===== src/rtl/seg7_pkg.sv =====
// Shared segment codes, BCD digit type and converter state encoding for the seg7 scan driver.
// Segment vectors are {g,f,e,d,c,b,a}, active-low.
package seg7_pkg;

    typedef logic [3:0] bcd_t;

    typedef enum logic [1:0] {
        CONV_IDLE,
        CONV_SHIFT,
        CONV_DONE
    } conv_state_t;

    localparam logic [6:0] SEG_0     = 7'b1000000;
    localparam logic [6:0] SEG_1     = 7'b1111001;
    localparam logic [6:0] SEG_2     = 7'b0100100;
    localparam logic [6:0] SEG_3     = 7'b0110000;
    localparam logic [6:0] SEG_4     = 7'b0011001;
    localparam logic [6:0] SEG_5     = 7'b0010010;
    localparam logic [6:0] SEG_6     = 7'b0000010;
    localparam logic [6:0] SEG_7     = 7'b1111000;
    localparam logic [6:0] SEG_8     = 7'b0000000;
    localparam logic [6:0] SEG_9     = 7'b0011000;
    localparam logic [6:0] SEG_BLANK = 7'b1111111;
    localparam logic [6:0] SEG_DASH  = 7'b0111111;

    // ceil(bin_w * log10(2)) + 1, in integer arithmetic.
    function automatic int bcd_digits(input int bin_w);
        return (bin_w * 30103 + 99999) / 100000 + 1;
    endfunction

    function automatic logic [6:0] seg_of(input bcd_t d);
        case (d)
            4'd0:    seg_of = SEG_0;
            4'd1:    seg_of = SEG_1;
            4'd2:    seg_of = SEG_2;
            4'd3:    seg_of = SEG_3;
            4'd4:    seg_of = SEG_4;
            4'd5:    seg_of = SEG_5;
            4'd6:    seg_of = SEG_6;
            4'd7:    seg_of = SEG_7;
            4'd8:    seg_of = SEG_8;
            4'd9:    seg_of = SEG_9;
            default: seg_of = SEG_BLANK;
        endcase
    endfunction

endpackage


===== src/rtl/seg7_bin2bcd.sv =====
// Sequential double-dabble: start captures bin, busy for BIN_W cycles, then one cycle of done.
// No backpressure: start is ignored while shifting; bcd holds the result until the next start.
module seg7_bin2bcd
    import seg7_pkg::*;
#(
    parameter int BIN_W = 14,
    parameter int BCD_D = bcd_digits(BIN_W)
) (
    input  logic               clk,
    input  logic               rst_n,
    input  logic               start,
    input  logic [BIN_W-1:0]   bin,
    output logic               busy,
    output logic               done,
    output logic [BCD_D*4-1:0] bcd
);

    localparam int CNT_W = $clog2(BIN_W);

    conv_state_t        state_q, state_d;
    logic [BIN_W-1:0]   sh_q, sh_d;
    logic [BCD_D*4-1:0] bcd_q, bcd_d, bcd_adj;
    logic [CNT_W-1:0]   cnt_q, cnt_d;

    always_comb begin
        bcd_adj = bcd_q;
        for (int i = 0; i < BCD_D; i++) begin
            if (bcd_q[i*4 +: 4] >= 4'd5) begin
                bcd_adj[i*4 +: 4] = bcd_q[i*4 +: 4] + 4'd3;
            end
        end
    end

    always_comb begin
        state_d = state_q;
        sh_d    = sh_q;
        bcd_d   = bcd_q;
        cnt_d   = cnt_q;
        case (state_q)
            CONV_SHIFT: begin
                {bcd_d, sh_d} = {bcd_adj, sh_q} << 1;
                cnt_d         = cnt_q + CNT_W'(1);
                if (cnt_q == CNT_W'(BIN_W - 1)) begin
                    state_d = CONV_DONE;
                end
            end
            CONV_DONE: state_d = CONV_IDLE;
            default:   ;
        endcase
        // A new request may overlap the done cycle; bcd_q is still valid on that edge.
        if (start && (state_q != CONV_SHIFT)) begin
            state_d = CONV_SHIFT;
            sh_d    = bin;
            bcd_d   = '0;
            cnt_d   = '0;
        end
    end

    always_ff @(posedge clk or negedge rst_n) begin
        if (!rst_n) begin
            state_q <= CONV_IDLE;
            sh_q    <= '0;
            bcd_q   <= '0;
            cnt_q   <= '0;
        end else begin
            state_q <= state_d;
            sh_q    <= sh_d;
            bcd_q   <= bcd_d;
            cnt_q   <= cnt_d;
        end
    end

    assign busy = (state_q == CONV_SHIFT);
    assign done = (state_q == CONV_DONE);
    assign bcd  = bcd_q;

endmodule


===== src/rtl/seg7_scan_driver.sv =====
// Multiplexed 7-segment driver: load converts value to BCD (BIN_W+1 cycles to display), scan steps every REFRESH_DIV cycles.
// load is dropped while busy. Define SEG7_LZ_BLANK_EN to blank leading zeros.
module seg7_scan_driver
    import seg7_pkg::*;
#(
    parameter int N_DIGITS    = 4,
    parameter int BIN_W       = 14,
    parameter int REFRESH_DIV = 50000
) (
    input  logic                clk,
    input  logic                rst_n,
    input  logic [BIN_W-1:0]    value,
    input  logic                load,
    output logic [6:0]          seg,
    output logic [N_DIGITS-1:0] an,
    output logic                busy,
    output logic                overflow
);

    localparam int BCD_D = bcd_digits(BIN_W);
    localparam int MAX_D = (BCD_D > N_DIGITS) ? BCD_D : N_DIGITS;
    localparam int EXT_W = MAX_D * 4;
    localparam int IDX_W = (N_DIGITS > 1) ? $clog2(N_DIGITS) : 1;
    localparam int DIV_W = $clog2(REFRESH_DIV);

    logic               conv_busy, conv_done;
    logic [BCD_D*4-1:0] conv_bcd;
    logic [EXT_W-1:0]   bcd_ext;

    bcd_t [N_DIGITS-1:0] digits_q, digits_d;
    logic                overflow_q, overflow_d;
    logic [DIV_W-1:0]    div_q, div_d;
    logic [IDX_W-1:0]    idx_q, idx_d;
    logic                live_q, live_d;
    logic [6:0]          seg_q, seg_d;
    logic [N_DIGITS-1:0] an_q, an_d;
    logic [N_DIGITS-1:0] lz;
    logic                tick;

    seg7_bin2bcd #(.BIN_W(BIN_W), .BCD_D(BCD_D)) u_bin2bcd (
        .clk   (clk),
        .rst_n (rst_n),
        .start (load && !conv_busy),
        .bin   (value),
        .busy  (conv_busy),
        .done  (conv_done),
        .bcd   (conv_bcd)
    );

    assign bcd_ext = EXT_W'(conv_bcd);

    // Digits above the display width only feed the overflow flag.
    always_comb begin
        digits_d   = digits_q;
        overflow_d = overflow_q;
        if (conv_done) begin
            overflow_d = 1'b0;
            for (int i = 0; i < N_DIGITS; i++) begin
                digits_d[i] = bcd_ext[i*4 +: 4];
            end
            for (int i = N_DIGITS; i < MAX_D; i++) begin
                if (bcd_ext[i*4 +: 4] != 4'd0) overflow_d = 1'b1;
            end
        end
    end

`ifdef SEG7_LZ_BLANK_EN
    logic lz_run;
    always_comb begin
        lz     = '0;
        lz_run = 1'b1;
        for (int i = N_DIGITS - 1; i > 0; i--) begin
            if (digits_q[i] != 4'd0) lz_run = 1'b0;
            lz[i] = lz_run;
        end
    end
`else
    assign lz = '0;
`endif

    // live_q stays low until the first tick so an remains dark right after reset.
    always_comb begin
        tick   = (div_q == DIV_W'(REFRESH_DIV - 1));
        div_d  = tick ? '0 : div_q + DIV_W'(1);
        live_d = live_q || tick;
        idx_d  = idx_q;
        if (tick && live_q) begin
            idx_d = (idx_q == IDX_W'(N_DIGITS - 1)) ? '0 : idx_q + IDX_W'(1);
        end
        seg_d = SEG_BLANK;
        an_d  = '1;
        if (live_d) begin
            an_d = ~(N_DIGITS'(1) << idx_d);
            if (overflow_q)      seg_d = SEG_DASH;
            else if (lz[idx_d])  seg_d = SEG_BLANK;
            else                 seg_d = seg_of(digits_q[idx_d]);
        end
    end

    always_ff @(posedge clk or negedge rst_n) begin
        if (!rst_n) begin
            digits_q   <= '0;
            overflow_q <= 1'b0;
            div_q      <= '0;
            idx_q      <= '0;
            live_q     <= 1'b0;
            seg_q      <= SEG_BLANK;
            an_q       <= '1;
        end else begin
            digits_q   <= digits_d;
            overflow_q <= overflow_d;
            div_q      <= div_d;
            idx_q      <= idx_d;
            live_q     <= live_d;
            seg_q      <= seg_d;
            an_q       <= an_d;
        end
    end

    assign seg      = seg_q;
    assign an       = an_q;
    assign busy     = conv_busy;
    assign overflow = overflow_q;

endmodule


===== config.mk =====
export PLATFORM = sky130hd
export DESIGN_NAME = seg7_scan_driver
export DESIGN_NICKNAME = d
export VERILOG_FILES = /design/src/rtl/seg7_pkg.sv /design/src/rtl/seg7_bin2bcd.sv /design/src/rtl/seg7_scan_driver.sv
export SDC_FILE = /design/constraint.sdc
export NUM_CORES = 1
export LEC_CHECK = 0
export CORE_ASPECT_RATIO = 2
export CORE_MARGIN = 2
export CORE_UTILIZATION = 45
export CTS_CLUSTER_DIAMETER = 40
export CTS_CLUSTER_SIZE = 30
export DETAILED_ROUTE_END_ITERATION = 8
export MAX_ROUTING_LAYER = met4
export PLACE_DENSITY = 0.7
export RECOVER_POWER = 100
export SYNTH_ARGS = -nofsm -noshare
export SYNTH_HDL_FRONTEND = slang
export SYNTH_SLANG_ARGS = --single-unit

===== constraint.sdc =====
create_clock -name clk -period 3.2 [get_ports clk]
set_clock_uncertainty 0.15 [all_clocks]
set_input_delay 0.64 -clock clk [delete_from_list [all_inputs] [get_ports clk]]
set_output_delay 0.64 -clock clk [all_outputs]
set_load 0.02 [all_outputs]

==> impl_metrics.json, run 1 <==
{
  "status": "finished with violations",
  "violations": "capacitance limit, slew limit",
  "rsz0062_at_grt": "true",
  "fin_util": 0.545,
  "cellPowerDensity_nw_per_um2": 649,
  "ys_ff_latch": 91,
  "grt_pass1_wl_mm": 15.3,
  "seq_power_share": 0.422,
  "timing.final.ws_setup_ns": 0.0795,
  "cts.repair.resized": 0,
  "io_buffers": 29,
  "synthXorXnorAreaFrac": 0.0452,
  "io_pins": 30,
  "n_antenna_cell": 0,
  "clock_path_buffers": 2,
  "finalMaxSlewViolations": 36,
  "cp-end-kind": "flop",
  "overflow": 0,
  "cp.arrival_ns": 3.23,
  "synth_compound_area_frac": 0.103,
  "num_vias": 3174,
  "cap_violations": 1,
  "synth_top_family_by_area": "simple AND/OR/NAND/NOR gates",
  "synth_fp_nets": 461,
  "syn-cell-area_um2": 4460,
  "yosys.area.top_type_share": 0.449,
  "async_flop_share": 1.00,
  "drive_above_1_share": 0.141,
  "multiInputGateArea_um2": 2040,
  "htree_levels": 3,
  "numCtsBuffers": 9,
  "p_sw_w": 0.00110,
  "root_buffer": "clkbuf_16",
  "crit_type": "flop to flop",
  "min_path_type": "flop to flop",
  "ant_nets": 0,
  "p_leak_nw": 2.41,
  "max_slew.worst_pin.slew_ns": 2.00,
  "clk_pin_slew_ns": 0.06,
  "core_um2": 9700,
  "fmax_mhz": 320,
  "clk_latency_ns": 0.34,
  "path_max_fanout": 4,
  "synth-edff-count": 0,
  "grt_max_degree": 51,
  "setup_viol": 0,
  "cts_tree": "built",
  "synth_seq_area_share": 0.514,
  "power_switching_share": 0.321,
  "ys_warn_count": 0,
  "muxShareOfSynthArea": 0.109,
  "netlist_instances": 423,
  "setup.worst_path.start_class": "flop",
  "p_int_w": 0.00233,
  "start_util": 0.460,
  "place_congestion": 0.794,
  "die-area_um2": 10800,
  "ir_drop_uv": 448,
  "routed_wl_mm": 8.79,
  "vias_per_cell": 5.28,
  "antenna_found_initial": 0,
  "seqCellArea_um2": 2290,
  "drc": 0,
  "pwr-share-clk": 0.330,
  "cts_hold_buf": 0,
  "place_area_um2": 4980,
  "first_iter_violations": 161,
  "synthFlopType": "dfrtp_1",
  "num-fill-cells": 880,
  "area_growth_pct": 18.7,
  "fin_nets": 502,
  "ys_top_cells_by_area": "dfrtp_1, dfstp_2, ha_1",
  "period_minus_slack_ns": 3.12,
  "dp_worst_setup_slack_ns": -0.0468,
  "power_w": 0.00343,
  "drt-pass1-iter-count": 4,
  "post-route-period-util": 0.975,
  "fp.dieH_um": 145,
  "post-dp-hpwl_mm": 6.30,
  "yosys.area.top_type": "dfrtp_1",
  "synth_fa_ha_area_frac": 0.0589,
  "synth_cell_types": 40,
  "slew-limit-headroom": -0.333,
  "clock_sinks": 91,
  "yosys.area_share.simple": 0.138,
  "fp.dieW_um": 74.4,
  "synth.avg_cell_area_um2": 10.5,
  "power_frac_comb": 0.249,
  "grt_pass1_vias": 3320,
  "grt_usage": 0.192,
  "hold_viol_final": 0,
  "worstPathRequired_ns": 3.31,
  "stdcell_area_um2": 5290,
  "avgRoutedWirePerCell_um": 14.6,
  "num_rows": 51
}
==> worst paths after layout <==
| kind | to | cells after the start | slack [ns] | from |
|---|---|---|---|---|
| min in group asynchronous | div_q[8]$_DFF_PN0_ | 1 | 0.39 | rst_n |
| worst max-delay path | seg[3]$_DFF_PN1_ | 8 | 0.08 | div_q[7]$_DFF_PN0_ |
| worst min register to register | u_bin2bcd.bcd[0]$_DFFE_PN0P_ | 2 | 0.33 | u_bin2bcd.sh_q[13]$_DFFE_PN0P_ |
| worst min-delay path | u_bin2bcd.bcd[0]$_DFFE_PN0P_ | 2 | 0.33 | u_bin2bcd.sh_q[13]$_DFFE_PN0P_ |
| max in group asynchronous | u_bin2bcd.bcd[23]$_DFFE_PN0P_ | 2 | 1.15 | rst_n |
| worst max register to register | seg[3]$_DFF_PN1_ | 8 | 0.08 | div_q[7]$_DFF_PN0_ |
==> critical path, cell delays in order (launching register included) <==
cell     delay [ns]
dfrtp_1        0.41
or4b_4         0.56
nor4_4         0.22
buf_4          0.18
mux2i_2        0.42
mux2i_1        0.32
ha_1           0.31
mux2_4         0.27
a32oi_1        0.21
==> flip-flops by register name (all words and copies together) (netlist names) <==
| signal | cells |
|---|---|
| idx_q | 2 |
| u_bin2bcd.cnt_q | 4 |
| div_q | 16 |
| live_q | 1 |
| u_bin2bcd.bcd | 24 |
| u_bin2bcd.sh_q | 14 |
| overflow | 1 |
| digits_q | 16 |
| seg | 7 |
| an | 4 |
| u_bin2bcd.state_q | 2 |
==> synthesized netlist by cell type, types with 12 or more instances <==
| cell | instances |
|---|---|
| a21oi_1 | 17 |
| o31ai_1 | 13 |
| ha_1 | 21 |
| xor2_1 | 12 |
| inv_1 | 21 |
| mux2_2 | 16 |
| o21ai_0 | 37 |
| nor2_1 | 28 |
| mux2i_1 | 25 |
| clkbuf_1 | 12 |
| nand2_1 | 48 |
| dfrtp_1 | 80 |
==> metal layers <==
metal / global-route usage / part of all wire / up-vias
met4: 0.0893 / 0.032 / 0
met1: 0.205 / 0.38 / 1555
met5: - / 0 / -
li1: - / - / 1553
met3: 0.0388 / 0.022 / 16
met2: 0.334 / 0.56 / 50
==> cells by family (layout without fill, tap and decap cells) <==
group	after synthesis	count (layout)
AOI/OAI and AO/OA	80	80
xor gates and xnor gates	23	23
adders and majority gates	21	21
buffers and inverters	37	83
DFF	91	91
muxes	45	45
and+or+nand+nor	126	126
==> cells in the final DEF, fill, tap and decap left out, types with 3 or more instances in the layout <==
| cell | n |
|---|---|
| dfrtp_1 | 80 |
| nand2_1 | 48 |
| o21ai_0 | 37 |
| nor2_1 | 28 |
| mux2i_1 | 24 |
| inv_1 | 21 |
| ha_1 | 21 |
| a21oi_1 | 17 |
| mux2_2 | 16 |
| dlygate4sd3_1 | 14 |
| clkdlybuf4s50_1 | 14 |
| o31ai_1 | 13 |
| xor2_1 | 12 |
| nand3_1 | 11 |
| xnor2_1 | 11 |
| dfstp_2 | 11 |
| buf_4 | 11 |
| clkbuf_16 | 9 |
| nor3_1 | 8 |
| o22ai_1 | 7 |
| or3_1 | 6 |
| nand2b_1 | 6 |
| clkbuf_1 | 6 |
| nand4_1 | 4 |
| mux2i_2 | 3 |
| and3_1 | 3 |
==> power by group through the flow <==
stage / Sequential (W) / Combinational [W] / Clock [W]
floorplan: 0.00143 / 0.000629 / 0
finish: 0.00145 / 0.000854 / 0.00113
global route: 0.00147 / 0.000983 / 0.00120
global placement: 0.00146 / 0.000845 / 0
detailed placement: 0.00147 / 0.000877 / 0
CTS: 0.00145 / 0.000885 / 0.00115
==> per-stage QoR <==
step / instances / hold slack, ns / setup TNS (ns)
after floorplan: 423 / 0.194 / 0
final: 601 / 0.328 / 0
after CTS: 601 / 0.178 / 0
after global routing: 601 / 0.357 / -0.246
after global placement: 583 / 0.310 / 0
after detailed placement: 583 / 0.319 / -0.0468
==> final cells by class <==
class / count / share of cell area
clock buffer: 10 / 0.0433
clock inverter: 6 / 0.0170
inverter: 21 / 0.0149
multi-input combinational: 295 / 0.386
sequential: 91 / 0.433
tap: 132 / 0.0312
timing repair buffer: 46 / 0.0740
==> timing repair <==
action	4_1_cts	5_1_grt
setup buffers	2	0
endpoints found under the setup margin	1	4
pin swaps	1	1
No activity file was read; power rests on OpenSTA's default activity.
==> run 2: changes to the inputs <==
Settings changed: CTS_CLUSTER_SIZE 30 to 14.
==> results of run 2 <==
Same layout as run 1: the final DEF is identical, and so are final timing and power.
==> run 3: changes to the inputs <==
Settings changed: ABC_AREA from default to 1, SETUP_SLACK_MARGIN from default to 0.3.
==> impl_metrics.json, run 3 <==
{
  "synth_seq_area_share": 0.489,
  "netlist_instances": 541,
  "largest_reg_flops": 24,
  "grt_max_degree": 92,
  "die-area_um2": 11300,
  "worstPathRequired_ns": 2.41,
  "ys_top_cells_by_area": "dfrtp_1, nand2_1, dfstp_2",
  "timing.final.ws_setup_ns": 0.386,
  "synth_cell_types": 37,
  "hold_viol_final": 0,
  "num_rows": 52,
  "grt_pass1_wl_mm": 16.8,
  "n_antenna_cell": 0,
  "worst-r2r-cell-count": 15,
  "avgRoutedWirePerCell_um": 13.1,
  "crit_type": "flop to output port",
  "area_growth_pct": 15.3,
  "violations": "capacitance limit, slew limit",
  "synthFlopType": "dfrtp_1",
  "wl_met1_mm": 3.58,
  "cts_tree": "built",
  "ir_drop_uv": 393,
  "synth-edff-count": 0,
  "setup_viol": 0,
  "numCtsBuffers": 9,
  "r2r_slack_ns": 0.57,
  "routed_wl_mm": 9.31,
  "max_slew.worst_pin.slew_ns": 2.21,
  "rsz0062_at_grt": "false",
  "mostFrequentLayoutCells": "nand2_1, dfrtp_1, inv_1",
  "syn-cell-area_um2": 4690,
  "setup.worst_path.start_class": "flop",
  "vias_per_cell": 5.13,
  "fp.dieH_um": 148,
  "ys_ff_latch": 91,
  "num-fill-cells": 978,
  "antenna_found_initial": 0,
  "cts_hold_buf": 0,
  "cts.repair.resized": 0,
  "yosys.area.top_type": "dfrtp_1",
  "reg2reg_from": "div_q[0]$_DFF_PN0_",
  "period_minus_slack_ns": 2.81,
  "worstHoldEndpoint": "digits_q[8]$_DFFE_PN0N_",
  "p_leak_nw": 2.50,
  "met3WireLength_um": 214,
  "cp.arrival_ns": 2.02,
  "num_vias": 3655,
  "grt_usage": 0.189,
  "instances_no_fill": 712,
  "cp-end-kind": "output port",
  "start_util": 0.462,
  "worstHoldStart": "digits_q[8]$_DFFE_PN0N_",
  "ant_nets": 0,
  "met2_length_mm": 5.23,
  "highest_layer": "met4",
  "io_buffers": 29,
  "first_iter_violations": 162,
  "dp_worst_setup_slack_ns": 0.635,
  "ys_warn_count": 0,
  "place_congestion": 0.819,
  "htree_levels": 3,
  "yosys.area.top_type_share": 0.427,
  "seqCellArea_um2": 2290,
  "multiInputGateArea_um2": 2030,
  "fin_nets": 610,
  "r2r-end": "seg[3]$_DFF_PN1_",
  "slew-limit-headroom": -0.475,
  "status": "finished with violations",
  "cellPowerDensity_nw_per_um2": 606,
  "clk_latency_ns": 0.33,
  "post_cts_buffers": 0,
  "min_path_type": "flop to flop",
  "synth_fp_nets": 579,
  "clk_pin_slew_ns": 0.06,
  "yosys-top-cells-count": "nand2_1, dfrtp_1, inv_1",
  "fmax_mhz": 355,
  "drive_above_1_share": 0.111,
  "cap_violations": 1,
  "post-dp-hpwl_mm": 6.80,
  "path_max_fanout": 15,
  "finalMaxSlewViolations": 92,
  "synth.avg_cell_area_um2": 8.66,
  "fin_util": 0.532,
  "root_buffer": "clkbuf_16",
  "drt-pass1-iter-count": 4,
  "async_flop_share": 1.00,
  "drc": 0,
  "fp.dieW_um": 76.2,
  "mostFrequentLayoutCell": "nand2_1",
  "hold_depth": 2,
  "core_um2": 10100,
  "clock_sinks": 91,
  "overflow": 0,
  "io_pins": 30,
  "clock_path_buffers": 2,
  "post-route-period-util": 0.879,
  "synth.most_common_cell": "nand2_1",
  "grt_pass1_vias": 3963,
  "tns_ns": 0,
  "place_inst": 696
}
[run 3: changes by cell type after synthesis, sizes merged, moves of 11 or more]
cell,previous run,this run
o21ai,37,57
o31ai,13,0
nand2,48,126
mux2,17,0
mux2i,28,0
inv,21,82
nand3,11,59
a21oi,17,6
[run 3: layout make-up]
cell class                      count  area share
Clock buffer                       11      0.0449
Timing Repair Buffer               33      0.0572
Clock inverter                      5     0.00972
Inverter                           82      0.0570
Multi-Input combinational cell    355       0.376
Tap cell                          135      0.0313
Sequential cell                    91       0.424
[run 3: kinds of logic (layout without fill, tap and decap cells)]
group | after synthesis | after routing | synth area share
adders and majority gates | 21 | 21 | 0.0561
AOI/OAI and AO/OA | 90 | 90 | 0.113
xor gates and xnor gates | 9 | 9 | 0.0168
DFF | 91 | 91 | 0.489
buffers and inverters | 95 | 131 | 0.0761
and+or+nand+nor | 235 | 235 | 0.250
[run 3: worst max-delay path, stage by stage, from the launching register on]
cell           delay (ns)
dfrtp_1              0.40
inv_1                0.06
ha_1                 0.48
dlygate4sd3_1        0.75
[run 3: worst max path at each step]
stage / start / end / slack [ns] / depth (start not counted)
global placement: div_q[0]$_DFF_PN0_ / seg[3]$_DFF_PN1_ / 0.69 / 13
floorplan: div_q[0]$_DFF_PN0_ / seg[3]$_DFF_PN1_ / 0.87 / 13
finish: u_bin2bcd.state_q[1]$_DFFE_PN0P_ / busy / 0.39 / 3
CTS: u_bin2bcd.state_q[1]$_DFFE_PN0P_ / busy / 0.39 / 3
detailed placement: div_q[0]$_DFF_PN0_ / seg[3]$_DFF_PN1_ / 0.64 / 13
global route: rst_n / u_bin2bcd.bcd[10]$_DFFE_PN0P_ / 0.24 / 2
[run 3: through the flow]
stage | area (um^2) | total power [W] | hold WS (ns)
CTS | 5430 | 0.00333 | 0.213
global placement | 5140 | 0.00225 | 0.316
global route | 5400 | 0.00349 | 0.361
finish | 5400 | 0.00327 | 0.333
floorplan | 4690 | 0.00203 | 0.194
detailed placement | 5140 | 0.00228 | 0.324
[run 3: where the power goes]
group / leakage, nW / internal, W / total, W / switching [W]
combinational: 1.17 / 0.000271 / 0.000830 / 0.000559
sequential: 1.19 / 0.00131 / 0.00141 / 0.0000972
clock: 0.145 / 0.000622 / 0.00104 / 0.000413
total: 2.50 / 0.00220 / 0.00327 / 0.00107
[run 3: per-layer routing]
layer	global-route usage	up-vias
met5	-	-
met4	0.108	0
met3	0.0279	26
met1	0.184	1753
li1	-	1814
met2	0.353	62
